$ cat src/rtl/gcd_pkg.sv
// Shared types and constants for the GCD engine and its step datapath.
package gcd_pkg;

    // Default operand/result width.
    localparam int GCD_BUS_SIZE = 8;

    // Engine control states.
    typedef enum logic [1:0] {
        IDLE = 2'd0,
        RUN  = 2'd1,
        DONE = 2'd2
    } gcd_state_e;

    // Algorithm select: subtractive Euclid or binary (Stein).
    typedef enum logic {
        GCD_SUB = 1'b0,
        GCD_BIN = 1'b1
    } gcd_mode_e;

endpackage

$ cat src/rtl/gcd_step.sv
// Combinational single-step datapath for the GCD engine.
// Given the current operands, the common power-of-two count and the mode,
// it reports equality/zero status and the operand values after one update.
module gcd_step
    import gcd_pkg::*;
#(
    parameter int BusSize = GCD_BUS_SIZE,
    parameter int KW      = $clog2(BusSize + 1)
) (
    input  logic [BusSize-1:0] a,
    input  logic [BusSize-1:0] b,
    input  logic [KW-1:0]      k,
    input  gcd_mode_e          mode,
    output logic [BusSize-1:0] a_nxt,
    output logic [BusSize-1:0] b_nxt,
    output logic [KW-1:0]      k_nxt,
    output logic               eq,
    output logic               zero,
    output logic               inc
);

    logic [BusSize-1:0] a_minus_b;
    logic [BusSize-1:0] b_minus_a;
    logic               a_gt_b;
    logic               a_even;
    logic               b_even;

    // Both differences are formed; only the non-underflowing one is selected.
    assign a_minus_b = a - b;
    assign b_minus_a = b - a;
    assign a_gt_b    = (a > b);
    assign a_even    = ~a[0];
    assign b_even    = ~b[0];

    // Status: a zero operand terminates immediately; equality terminates otherwise.
    assign zero = (a == '0) || (b == '0);
    assign eq   = (a == b);
    assign inc  = !zero && !eq;

    // One update step; operands are held when no update is due.
    always_comb begin
        a_nxt = a;
        b_nxt = b;
        k_nxt = k;
        if (inc) begin
            if (mode == GCD_SUB) begin
                if (a_gt_b) begin
                    a_nxt = a_minus_b;
                end else begin
                    b_nxt = b_minus_a;
                end
            end else begin
                if (a_even && b_even) begin
                    a_nxt = a >> 1;
                    b_nxt = b >> 1;
                    k_nxt = k + KW'(1);
                end else if (a_even) begin
                    a_nxt = a >> 1;
                end else if (b_even) begin
                    b_nxt = b >> 1;
                end else if (a_gt_b) begin
                    a_nxt = a_minus_b >> 1;
                end else begin
                    b_nxt = b_minus_a >> 1;
                end
            end
        end
    end

endmodule

$ cat src/rtl/gcd_engine.sv
// Iterative GCD engine with request/response handshakes.
// Owns the control FSM and all state; the per-cycle arithmetic lives in gcd_step.
module gcd_engine
    import gcd_pkg::*;
#(
    parameter int BusSize = GCD_BUS_SIZE,
    parameter int KW      = $clog2(BusSize + 1)
) (
    input  logic               clk_i,
    input  logic               rst_ni,
    input  logic               start_i,
    output logic               ready_o,
    input  logic [BusSize-1:0] A_i,
    input  logic [BusSize-1:0] B_i,
    input  logic               mode_i,
    output logic               valid_o,
    input  logic               ready_i,
    output logic [BusSize-1:0] result_o,
    output logic [BusSize-1:0] iter_o
);

    gcd_state_e         state_reg,  state_next;
    gcd_mode_e          mode_reg,   mode_next;
    logic [BusSize-1:0] a_reg,      a_next;
    logic [BusSize-1:0] b_reg,      b_next;
    logic [KW-1:0]      k_reg,      k_next;
    logic [BusSize-1:0] iter_reg,   iter_next;
    logic [BusSize-1:0] result_reg, result_next;

    logic [BusSize-1:0] step_a;
    logic [BusSize-1:0] step_b;
    logic [KW-1:0]      step_k;
    logic               step_eq;
    logic               step_zero;
    logic               step_inc;
    logic [BusSize-1:0] a_scaled;

    gcd_step #(
        .BusSize (BusSize),
        .KW      (KW)
    ) u_step (
        .a     (a_reg),
        .b     (b_reg),
        .k     (k_reg),
        .mode  (mode_reg),
        .a_nxt (step_a),
        .b_nxt (step_b),
        .k_nxt (step_k),
        .eq    (step_eq),
        .zero  (step_zero),
        .inc   (step_inc)
    );

    // Binary mode restores the common power of two factored out earlier.
    assign a_scaled = a_reg << k_reg;

    // Handshake flags are pure state decodes; result/iter are masked outside DONE.
    assign ready_o  = (state_reg == IDLE);
    assign valid_o  = (state_reg == DONE);
    assign result_o = valid_o ? result_reg : '0;
    assign iter_o   = valid_o ? iter_reg   : '0;

    // Next-state and datapath update logic.
    always_comb begin
        state_next  = state_reg;
        mode_next   = mode_reg;
        a_next      = a_reg;
        b_next      = b_reg;
        k_next      = k_reg;
        iter_next   = iter_reg;
        result_next = result_reg;
        case (state_reg)
            IDLE: begin
                if (start_i) begin
                    a_next     = A_i;
                    b_next     = B_i;
                    mode_next  = gcd_mode_e'(mode_i);
                    k_next     = '0;
                    iter_next  = '0;
                    state_next = RUN;
                end
            end
            RUN: begin
                if (step_zero) begin
                    result_next = a_reg | b_reg;
                    state_next  = DONE;
                end else if (step_eq) begin
                    result_next = (mode_reg == GCD_BIN) ? a_scaled : a_reg;
                    state_next  = DONE;
                end else if (step_inc) begin
                    a_next    = step_a;
                    b_next    = step_b;
                    k_next    = step_k;
                    iter_next = iter_reg + BusSize'(1);
                end
            end
            DONE: begin
                if (ready_i) begin
                    state_next = IDLE;
                end
            end
            default: begin
                state_next = IDLE;
            end
        endcase
    end

    // State and datapath registers with asynchronous clear.
    always_ff @(posedge clk_i or negedge rst_ni) begin
        if (!rst_ni) begin
            state_reg  <= IDLE;
            mode_reg   <= GCD_SUB;
            a_reg      <= '0;
            b_reg      <= '0;
            k_reg      <= '0;
            iter_reg   <= '0;
            result_reg <= '0;
        end else begin
            state_reg  <= state_next;
            mode_reg   <= mode_next;
            a_reg      <= a_next;
            b_reg      <= b_next;
            k_reg      <= k_next;
            iter_reg   <= iter_next;
            result_reg <= result_next;
        end
    end

endmodule

$ cat config.mk
export PLATFORM = sky130hd
export DESIGN_NAME = gcd_engine
export DESIGN_NICKNAME = d
export VERILOG_FILES = /design/src/rtl/gcd_pkg.sv /design/src/rtl/gcd_step.sv /design/src/rtl/gcd_engine.sv
export SDC_FILE = /design/constraint.sdc
export NUM_CORES = 1
export LEC_CHECK = 0
export BUFFER_PORTS_ARGS = -buffer_cell sky130_fd_sc_hd__clkbuf_2
export CAP_MARGIN = 20
export CELL_PAD_IN_SITES_DETAIL_PLACEMENT = 0
export CELL_PAD_IN_SITES_GLOBAL_PLACEMENT = 2
export CORE_MARGIN = 3
export CORE_UTILIZATION = 25
export CTS_CLUSTER_SIZE = 16
export DETAILED_ROUTE_END_ITERATION = 8
export PLACE_DENSITY_LB_ADDON = 0.12
export SYNTH_ARGS = -nofsm -noshare
export SYNTH_HDL_FRONTEND = slang
export SYNTH_SLANG_ARGS = --single-unit
export TNS_END_PERCENT = 5
$ cat constraint.sdc
create_clock -name clk_i -period 3.8 [get_ports clk_i]
set_clock_uncertainty 0.2 [all_clocks]
set_input_delay 0.57 -clock clk_i [delete_from_list [all_inputs] [get_ports clk_i]]
set_output_delay 0.57 -clock clk_i [all_outputs]
set_load 0.02 [all_outputs]
# After elaboration in Yosys (flattened, before gate mapping)
# Index checks and enable logic that the tools add are counted.
# op_classes
magnitude_cmp	1
n_shift	1
bitwise_logic	3
eq_ne	17
add_sub_neg	4
mux	44
reduce_logical	19
# ops
op	count
$mux 8	29
$pmux 8 s2	3
$mux 4	6
$logic_not 8->1	2
$reduce_and 8->1	2
$sub 8x8->8	2
$reduce_and 7->1	2
$ne 2x2->1 const B	5
$add 8x1->8 const B	1
$eq 8x8->1	1
$gt 8x8->1	1
$mux 2	4
$or 8x8->8	1
$pmux 4 s2	1
$shl 8x4->8	1
$pmux 2 s3	1
$reduce_and 6->1	1
$ne 5x3->1 const B	1
$ne 5x4->1 const B	1
$ne 5x5->1 const B	1
$reduce_and 5->1	1
$add 4x1->4 const B	1
$ne 2x1->1 const B	2
$ne 4x3->1 const B	1
other kinds (13)	18
# totals
regBits	39
word_cells	98
out_inout_bits	18
in_bits	21

# Depth between registers and ports, before layout
# Gate-level depths: netlist (run 1).
# depth
depth_word	10
mapped_depth	11
ltp_nobuf	9

# Cells and area by module
# A second synthesis (run 1) with hierarchy kept.
# unflattened
hier_cells	496
hier_area_um2	3971.3
# modules_own_cells
mod	n_inst	seq_area_each_um2	area_per_inst_um2	cells_per_inst
gcd_engine	1	975.9	2294.7	241
gcd_step	1	0.0	1676.6	255

# Worst setup path before layout (run 1)
# No wires, ideal clock.
# synth_path
path_kind	register to register
from	register a_reg[0]
to	register b_reg[1]
synth_period_minus_slack_ps	3084
n_path_buf	2
t_required_ps	3475
setup_time_ps	125
stages_incl_launch_ff	12
setup_slack_ps	716
arrival_time_ps	2759
path_cell_list	dfrtp_1 -> clkbuf_1 -> inv_1 -> ha_1 -> fa_1 -> or3_1 -> a31oi_4 -> o31a_4 -> nand2_2 -> and3_4 -> buf_6 -> mux2_4
# synth_between
elab_chain_len	10
elab_cells_between_ends	27
cone_classes	add/sub (1); order compare (1); eq/ne (7); mux (10); bitwise (1); reduce/logical (7)
# synth_rtl
element	line	rtl
start: declaration	gcd_engine.sv:24	logic [BusSize-1:0] a_reg, a_next;
start signal: assignment	gcd_engine.sv:121	a_reg <= a_next;
$sub 8x8->8	gcd_step.sv:30	assign b_minus_a = b - a;
$mux 8	gcd_step.sv:61	end else if (a_gt_b) begin
$mux 8	gcd_step.sv:59	end else if (b_even) begin
$mux 8	gcd_step.sv:57	end else if (a_even) begin
$mux 8	gcd_step.sv:53	if (a_even && b_even) begin
$mux 8	gcd_step.sv:46	if (mode == GCD_SUB) begin
$mux 8	gcd_engine.sv:90	end else if (step_inc) begin
$mux 8	gcd_engine.sv:87	end else if (step_eq) begin
$mux 8	gcd_engine.sv:84	if (step_zero) begin
$pmux 8 s2	gcd_engine.sv:72	case (state_reg)
end signal: assignment	gcd_engine.sv:122	b_reg <= b_next;
end: declaration	gcd_engine.sv:25	logic [BusSize-1:0] b_reg, b_next;
# Parallel ways exist; a longest one is shown, timed or not. The select of a mux whose other input is x is not followed.
# A chain may end at the register's enable or synchronous reset.

# Final worst setup path (run 1)
# layout_path
from	register a_reg[0]
to	register b_reg[2]
# Same word-level chain as after synthesis.

==> reports/results.tsv, run 1 <==
metric	value	unit
status	finished clean	
initial_core_util	0.260	
slowest_stage	dfrtp_1	
cts_hold_buf	0	
top_layer	met4	
syn-num-nets	473	
critPathMaxStageDelay	0.53	ns
maxCapViolCount	0	
cts_tree	done	
drt_iter0_drc	155	
postRouteAntennaNets	0	
hold_viol_final	0	
die_y	124	um
coreArea	13500	um^2
m1WireLength	5.77	mm
grt_pass1_wl	19.9	mm
critPathRequiredTime	3.78	ns
synth_top_area_share	0.278	
path_class	reg2reg	
numCtsBuffers	5	
cts.sinks	39	
gp_congestion	0.826	
drcViolationCount	0	
worstSkewPairLatency	0.30	ns
post-synth-top-area-cell	dfrtp_1	
fin_ws	0.533	ns
utilization	0.305	
cts-htree-levels	2	
r2r_cells	9	
via_count	3316	
end_kind	flop	
portBuffers	38	
reg2reg_slack	0.53	ns
ios	39	
grt_overflow	0	
finalCritPeriodShare	0.860	
final_common_cell	nand2_1	
grt_antenna_before_repair	0	
cp-start-kind	flop	
dpl_worst_slack	0.592	ns
dp_hpwl	9.74	mm
period_needed	3.27	ns
wl_per_cell	19.5	um
fillers	1479	
worst_pin_slew	1.02	ns
async_flop_share	1.00	
cp_num_cells	9	
slew_headroom	0.312	
fmax	306	MHz
critPathLaunch	a_reg[0]$_DFFE_PN0P_	
synth_edf_count	0	
first_global_vias	3378	
synth_ff_type	dfrtp_1	
wl_met3	571	um
nets	513	
grt_use_total	0.165	
endpoint	b_reg[2]$_DFFE_PN0P_	
post_cts_buffers	0	
ys_ff_latch	39	
rows	42	
mostFrequentLayoutCells	42 x nand2_1, 39 x dfrtp_1, 38 x clkbuf_2, 30 x inv_1, 29 x a21oi_1	
netlist_instances	424	
cp_top_family	compound AO/OA/AOI/OAI gates	
wirelength	12.5	mm
yosysUniqueCellTypes	59	
clk_path_buf_depth	2	
die_w	124	um
hold_path.class	in2async	
tns	0	ns
dieArea	15500	um^2
critPathArrivalTime	3.24	ns
slew_violations	0	
crit_buf_inv	1	
worstReg2RegEnd	b_reg[2]$_DFFE_PN0P_	
wl_met2	5.87	mm
cts-root-buf	clkbuf_16	
finalSetupViolations	0	
path_max_fanout	10	
yosysWarnings	0	
synthTopCellsByArea	dfrtp_1 28%, ha_1 9.3%, mux2i_1 5.1%, nand2_1 4.5%, a21oi_1 4.1%	
ctsResizeCount	0	
r2r-start	a_reg[0]$_DFFE_PN0P_	
layout-drive-gt1-share	0.157	
vias_per_cell	5.17	
rsz0062_at_grt	false	
diodes	0	
syn_avg_cell_area	8.27	um^2
clkTransAtPathRegs	0.07	ns
first_pass_iters	5	
grt_max_degree	40	
area_growth	17.3	%
path_cells	inv_1 -> ha_1 -> fa_1 -> or3_1 -> a31oi_4 -> o31ai_1 -> a31oi_1 -> a2bb2oi_1 -> mux2i_1	
seq_area_frac_synth	0.278	
syn-cell-area	3510	um^2
==> worst min path at each step <==
stage	slack, ns	endpoint	start
floorplan	0.07	a_reg[0]$_DFFE_PN0P_	rst_ni
global placement	0.25	result_reg[6]$_DFFE_PN0P_	result_reg[6]$_DFFE_PN0P_
detailed placement	0.26	result_reg[3]$_DFFE_PN0P_	result_reg[3]$_DFFE_PN0P_
CTS	0.26	state_reg[1]$_DFFE_PN0P_	ready_i
global route	0.09	iter_reg[4]$_DFFE_PN0P_	rst_ni
finish	0.05	result_reg[6]$_DFFE_PN0P_	rst_ni
==> per-stage QoR <==
stage,cell area [um^2],hold WS [ns],instances
5_1_grt,4110,0.0869,641
3_3_place_gp,3950,0.253,632
6_report,4110,0.0452,641
2_1_floorplan,3510,0.0744,424
3_5_place_dp,3950,0.259,632
4_1_cts,4090,0.257,640
==> synth_stat cells (all sizes together), types with 5 or more instances <==
master / instances
a21o: 6
a21oi: 29
and2: 21
mux2i: 18
nor3: 7
dfrtp: 39
o21ai: 28
nor2: 17
o22ai: 6
a211oi: 6
nand2b: 11
ha: 26
buf: 5
nor4: 9
inv: 30
xnor2: 12
a31oi: 15
nand2: 43
nand3: 16
clkbuf: 17
==> kinds of logic (layout without fill, tap and decap cells) <==
kind of cell               after synthesis  after routing  synth area share
AOI/OAI and AO/OA                      129            129             0.246
adders and majority gates               28             28             0.104
buffers and inverters                   52             93            0.0588
DFF                                     39             39             0.278
muxes                                   24             24            0.0781
and+or+nand+nor                        139            139             0.202
xor gates and xnor gates                13             13            0.0325
==> worst reg2reg max path, stage by stage, from the launching register on <==
cell	delay, ns
dfrtp_1	0.53
inv_1	0.17
ha_1	0.26
fa_1	0.41
or3_1	0.43
a31oi_4	0.25
o31ai_1	0.27
a31oi_1	0.21
a2bb2oi_1	0.29
mux2i_1	0.12
==> layer usage <==
| layer | up-vias | GRT usage |
|---|---|---|
| met2 | 73 | 0.265 |
| met1 | 1600 | 0.218 |
| met5 | - | 0 |
| li1 | 1625 | - |
| met3 | 18 | 0.0352 |
| met4 | 0 | 0.0574 |
==> area by class of cell <==
class	count	area, um^2	area share
flip-flops and latches	39	976	0.237
inverters	30	113	0.0274
clock buffers	6	129	0.0313
multi-input cells	333	2330	0.565
repair buffers	55	338	0.0821
well taps	176	220	0.0535
clock inverters	2	12.5	0.00304
Power of run 1 is left out: the tool's default activity adds up to more than one toggle a clock period on the data nets, which glitch-free logic cannot reach.
==> run 2: changes to the inputs <==
SYNTH_HIERARCHICAL = 1   (was default)
==> reports/results.tsv, run 2 <==
metric	value	unit	change
die_y	132	um	was 124 um
clk_path_buf_depth	2		unchanged
area_growth	17.1	%	was 17.3%
mostFrequentLayoutCells	46 x nand2_1, 39 x dfrtp_1, 38 x clkbuf_2, 32 x nor2_1, 29 x inv_1		was 42 x nand2_1, 39 x dfrtp_1, 38 x clkbuf_2, 30 x inv_1, 29 x a21oi_1
synth_edf_count	0		unchanged
synthTopCellsByCount	46 x nand2_1, 39 x dfrtp_1, 32 x nor2_1		was 42 x nand2_1, 39 x dfrtp_1, 30 x inv_1
grt_max_degree	39		was 40
finalCritPeriodShare	0.939		was 0.860
synth_top_area_share	0.246		was 0.278
tns	0	ns	unchanged
async_flop_share	1.00		unchanged
seq_area_frac_synth	0.246		was 0.278
syn-num-nets	537		was 473
via_count	4041		was 3,316
coreArea	15400	um^2	was 13,500 um^2
first_pass_iters	5		unchanged
first_global_vias	4010		was 3,378
fmax	280	MHz	was 306 MHz
layout-drive-gt1-share	0.164		was 0.157
portBuffers	38		unchanged
synthTopCellsByArea	dfrtp_1 25%, mux2i_1 6.6%, ha_1 5.7%, nand2_1 4.3%, a21oi_1 3.5%		was dfrtp_1 28%, ha_1 9.3%, mux2i_1 5.1%, nand2_1 4.5%, a21oi_1 4.1%
nets	582		was 513
cp-start-kind	flop		unchanged
die_w	132	um	was 124 um
worst_pin_slew	0.733	ns	was 1.02 ns
yosysUniqueCellTypes	68		was 59
slew_headroom	0.509		was 0.312
cts_tree	done		unchanged
drcViolationCount	0		unchanged
yosysMostFrequentCell	nand2_1		unchanged
rsz0062_at_grt	false		unchanged
maxCapViolCount	0		unchanged
end_kind	flop		unchanged
syn-cell-area	3970	um^2	was 3510 um^2
netlist_instances	496		was 424
synth-compound-area-share	0.276		was 0.246
diodes	0		unchanged
synth_ff_type	dfrtp_1		unchanged
status	finished clean		unchanged
grt_use_total	0.173		was 0.165
yosysWarnings	6		was 0
finalSetupViolations	0		unchanged
post_cts_buffers	0		unchanged
period_needed	3.57	ns	was 3.27 ns
synth_top_family_by_area	compound AO/OA/AOI/OAI gates		unchanged
critPathLaunch	a_reg[4]$_DFFE_PN0P_		was a_reg[0]$_DFFE_PN0P_
yosys.area_share.simple	0.226		was 0.202
gp_congestion	0.857		was 0.826
synthXorXnorAreaFrac	0.0353		was 0.0325
ios	39		unchanged
clkTransAtPathRegs	0.07	ns	about the same
cts-root-buf	clkbuf_16		unchanged
initial_core_util	0.258		was 0.260
dp_hpwl	11.6	mm	was 9.74 mm
fillers	1704		was 1,479
cts.sinks	39		unchanged
postRouteAntennaNets	0		unchanged
post-synth-top-area-cell	dfrtp_1		unchanged
grt_overflow	0		unchanged
r2r-start	a_reg[4]$_DFFE_PN0P_		was a_reg[0]$_DFFE_PN0P_
path_max_fanout	11		was 10
worstSkewPairLatency	0.29	ns	was 0.30 ns
ys_ff_latch	39		unchanged
cts_hold_buf	0		unchanged
dieArea	17400	um^2	was 15,500 um^2
ctsResizeCount	0		unchanged
drt_iter0_drc	332		was 155
grt_antenna_before_repair	0		unchanged
numCtsBuffers	5		unchanged
syn_avg_cell_area	8.01	um^2	was 8.27 um^2
synthMuxAreaShare	0.0797		was 0.0781
vias_per_cell	5.37		was 5.17
grt_pass1_wl	23.9	mm	was 19.9 mm
critPathArrivalTime	3.54	ns	was 3.24 ns
path_class	reg2reg		unchanged
final_common_cell	nand2_1		unchanged
wl_per_cell	20.4	um	was 19.5 um
slew_violations	0		unchanged
rows	45		was 42
critPathRequiredTime	3.77	ns	was 3.78 ns
hold_path.class	in2async		unchanged
synth_fa_ha_area_frac	0.0668		was 0.104
cts-htree-levels	2		unchanged
hold_viol_final	0		unchanged
wirelength	15.3	mm	was 12.5 mm
-- run 2: cell count changes in the layout (fill, tap and decap cells not counted), moves of 6 or more --
cell | previous run | this run
nor2_1 | 17 | 32
o21ai_1 | 2 | 17
a31oi_1 | 14 | 3
buf_4 | 16 | 27
nor3_1 | 7 | 18
ha_1 | 26 | 18
mux2i_1 | 18 | 26
nand3_1 | 16 | 10
-- run 2: logic make-up after synthesis --
logic type / Yosys count
XOR/XNOR: 16
AND/OR/NAND/NOR: 174
adder cells (fa/ha/maj): 20
multiplexers: 30
AO/OA/AOI/OAI: 157
flip-flops: 39
buffers and inverters: 60
-- run 2: critical path, cell delays in order (launching register included) --
cell,delay (ns)
dfrtp_1,0.55
inv_1,0.18
ha_1,0.35
nand4_1,0.11
or4_1,0.29
nand3_2,0.24
buf_4,0.25
nor2_1,0.57
nand2_1,0.20
mux2_2,0.31
a22o_1,0.20
-- run 2: final timing paths --
| check | endpoint | slack [ns] | cells past startpoint |
|---|---|---|---|
| min in group clk_i | state_reg[1]$_DFFE_PN0P_ | 0.27 | 2 |
| worst min-delay path | iter_reg[4]$_DFFE_PN0P_ | 0.06 | 1 |
| worst min register to register | result_reg[1]$_DFFE_PN0P_ | 0.28 | 2 |
| max in group asynchronous | b_reg[4]$_DFFE_PN0P_ | 2.62 | 2 |
| worst max-delay path | k_reg[1]$_DFFE_PN0P_ | 0.23 | 10 |
| worst max register to register | k_reg[1]$_DFFE_PN0P_ | 0.23 | 10 |
-- run 2: layer usage --
layer  global-route usage  vias up  wire length (um)
met1                0.229     1957              6980
met4               0.0531        0               321
met2                0.300      126              7460
li1                     -     1932                 -
met5                    0        -                 0
met3               0.0122       26               573
-- run 2: layout make-up --
class,instances,area (um^2),area share
clock buffers,7,153,0.0328
inverters,32,120,0.0258
multi-input cells,397,2720,0.584
well taps,211,264,0.0568
flip-flops and latches,39,976,0.210
clock inverters,1,7.51,0.00161
repair buffers,66,413,0.0888
-- run 2: metrics by stage --
step,area [um^2],hold WS [ns],worst slack [ns],instances,utilization
after floorplan,3970,0.0744,0.649,496,-
after global placement,4490,0.261,0.269,745,0.292
after detailed placement,4490,0.272,0.290,745,0.292
after CTS,4650,0.0685,0.270,753,0.302
after global routing,4650,0.0909,0.0610,753,0.302
final,4650,0.0561,0.232,753,0.302
Power of run 2 is left out for the same reason.
==> run 3: changes to the inputs <==
ABC_AREA = 1   (was default)
==> reports/results.tsv, run 3 <==
metric	value	unit	change
drt_iter0_drc	320		was 332
grt_use_total	0.177		was 0.173
drcViolationCount	0		unchanged
async_flop_share	1.00		unchanged
path_max_fanout	53		was 11
synth_edf_count	0		unchanged
gp_congestion	0.858		was 0.857
die_y	134	um	was 132 um
critPathArrivalTime	3.25	ns	was 3.54 ns
ctsResizeCount	0		unchanged
vias_per_cell	4.84		was 5.37
die_w	134	um	was 132 um
cts-htree-levels	2		unchanged
post_cts_buffers	0		unchanged
first_global_vias	4470		was 4,010
wl_met3	745	um	was 573 um
ys_ff_latch	39		unchanged
finalCritPeriodShare	0.857		was 0.939
rsz0062_at_grt	false		unchanged
wl_met2	7.24	mm	was 7.46 mm
mostFrequentLayoutCells	247 x nand2_1, 78 x inv_1, 63 x nor2_1, 57 x nand3_1, 48 x a21oi_1		was 46 x nand2_1, 39 x dfrtp_1, 38 x clkbuf_2, 32 x nor2_1, 29 x inv_1
worstSkewPairLatency	0.29	ns	about the same
initial_core_util	0.258		about the same
maxCapViolCount	0		unchanged
syn-num-nets	734		was 537
numCtsBuffers	5		unchanged
seq_area_frac_synth	0.236		was 0.246
grt_overflow	0		unchanged
coreArea	16000	um^2	was 15,400 um^2
stdcell_area	4720	um^2	was 4650 um^2
synth_ff_type	dfrtp_1		unchanged
path_class	reg2reg		unchanged
slew_headroom	0.621		was 0.509
nets	771		was 582
m1WireLength	7.86	mm	was 6.98 mm
yosysUniqueCellTypes	36		was 68
ios	39		unchanged
fmax	307	MHz	was 280 MHz
wirelength	16.0	mm	was 15.3 mm
end_kind	flop		unchanged
post-synth-top-area-cell	dfrtp_1		unchanged
period_needed	3.26	ns	was 3.57 ns
critPathRequiredTime	3.80	ns	was 3.77 ns
via_count	4586		was 4,041
syn-cell-area	4130	um^2	was 3970 um^2
synthTopCellsByArea	dfrtp_1 24%, nand2_1 22%, inv_1 7.1%, nand3_1 6.9%, a21oi_1 5.8%		was dfrtp_1 25%, mux2i_1 6.6%, ha_1 5.7%, nand2_1 4.3%, a21oi_1 3.5%
grt_pass1_wl	25.3	mm	was 23.9 mm
final_common_cell	nand2_1		unchanged
clkTransAtPathRegs	0.07	ns	about the same
area_growth	14.3	%	was 17.1%
first_pass_iters	5		unchanged
top_layer	met4		unchanged
hold_path.class	in2reg		was in2async
postRouteAntennaNets	0		unchanged
cts_tree	done		unchanged
rows	46		was 45
placed_cell_area	4540	um^2	was 4490 um^2
cp-start-kind	flop		unchanged
cts.sinks	39		unchanged
cts-root-buf	clkbuf_16		unchanged
grt_max_degree	54		was 39
dp_hpwl	12.2	mm	was 11.6 mm
layout-drive-gt1-share	0.109		was 0.164
syn_avg_cell_area	5.96	um^2	was 8.01 um^2
status	finished clean		unchanged
grt_antenna_before_repair	0		unchanged
worst_pin_slew	0.567	ns	was 0.733 ns
utilization	0.295		was 0.302
portBuffers	38		unchanged
clk_path_buf_depth	2		unchanged
netlist_instances	693		was 496
slew_violations	0		unchanged
synth_top_area_share	0.236		was 0.246
dieArea	18100	um^2	was 17,400 um^2
yosysWarnings	6		unchanged
tns	0	ns	unchanged
wl_per_cell	16.9	um	was 20.4 um
hold_viol_final	0		unchanged
finalSetupViolations	0		unchanged
yosysMostFrequentCell	nand2_1		unchanged
diodes	0		unchanged
synthTopCellsByCount	247 x nand2_1, 78 x inv_1, 63 x nor2_1		was 46 x nand2_1, 39 x dfrtp_1, 32 x nor2_1
run 3: worst max-delay path, stage by stage, from the launching register on:
cell     delay (ns)
dfrtp_1        0.52
inv_1          0.14
ha_1           0.44
nand2_1        0.14
inv_2          0.07
nand4_4        0.17
nand3_4        0.24
inv_2          0.28
nand3_2        0.15
nand2_4        0.45
inv_1          0.15
o31ai_1        0.22
run 3: what timing repair did:
item / CTS / global route
hold buffers: 0 / 1
hold endpoints to repair: 0 / 8
setup endpoints to repair: 0 / 0
run 3: worst paths after layout:
check                      slack [ns]                      start                        end  cells past startpoint
min in group asynchronous        0.49                     rst_ni       k_reg[0]$_DFFE_PN0P_                      2
setup reg to reg                 0.54       a_reg[2]$_DFFE_PN0P_    iter_reg[4]$_DFFE_PN0P_                     11
setup / recovery                 0.54       a_reg[2]$_DFFE_PN0P_    iter_reg[4]$_DFFE_PN0P_                     11
hold / removal                   0.27                    ready_i   state_reg[1]$_DFFE_PN0P_                      2
max in group asynchronous        2.43                     rst_ni       b_reg[3]$_DFFE_PN0P_                      3
hold reg to reg                  0.29  result_reg[4]$_DFFE_PN0P_  result_reg[4]$_DFFE_PN0P_                      2
run 3: layout make-up:
class	instances	area (um^2)
Clock buffer	5	125
Inverter	86	325
Sequential cell	39	976
Timing Repair Buffer	56	340
Tap cell	216	270
Multi-Input combinational cell	542	2660
Fill cell	1894	11300
Clock inverter	3	20.0
run 3: logic make-up (layout without fill, tap and decap cells):
family	after synthesis	after routing	share of synthesized area
AO/OA/AOI/OAI	112	112	0.151
XOR/XNOR	10	10	0.0212
adder cells (fa/ha/maj)	20	20	0.0643
buffers and inverters	112	150	0.119
flip-flops	39	39	0.236
AND/OR/NAND/NOR	400	400	0.409
run 3: per-stage QoR:
step,setup WS (ns),std cells,hold WS (ns)
global route,0.227,947,0.282
finish,0.545,947,0.269
floorplan,0.948,693,0.0744
global placement,0.584,937,0.269
detailed placement,0.508,937,0.276
CTS,0.524,945,0.259
run 3: per-layer routing:
layer,up-vias,global-route usage
met2,107,0.282
li1,2303,-
met4,0,0.0305
met5,-,0
met1,2163,0.259
met3,13,0.0268
Power of run 3 is left out for the same reason.
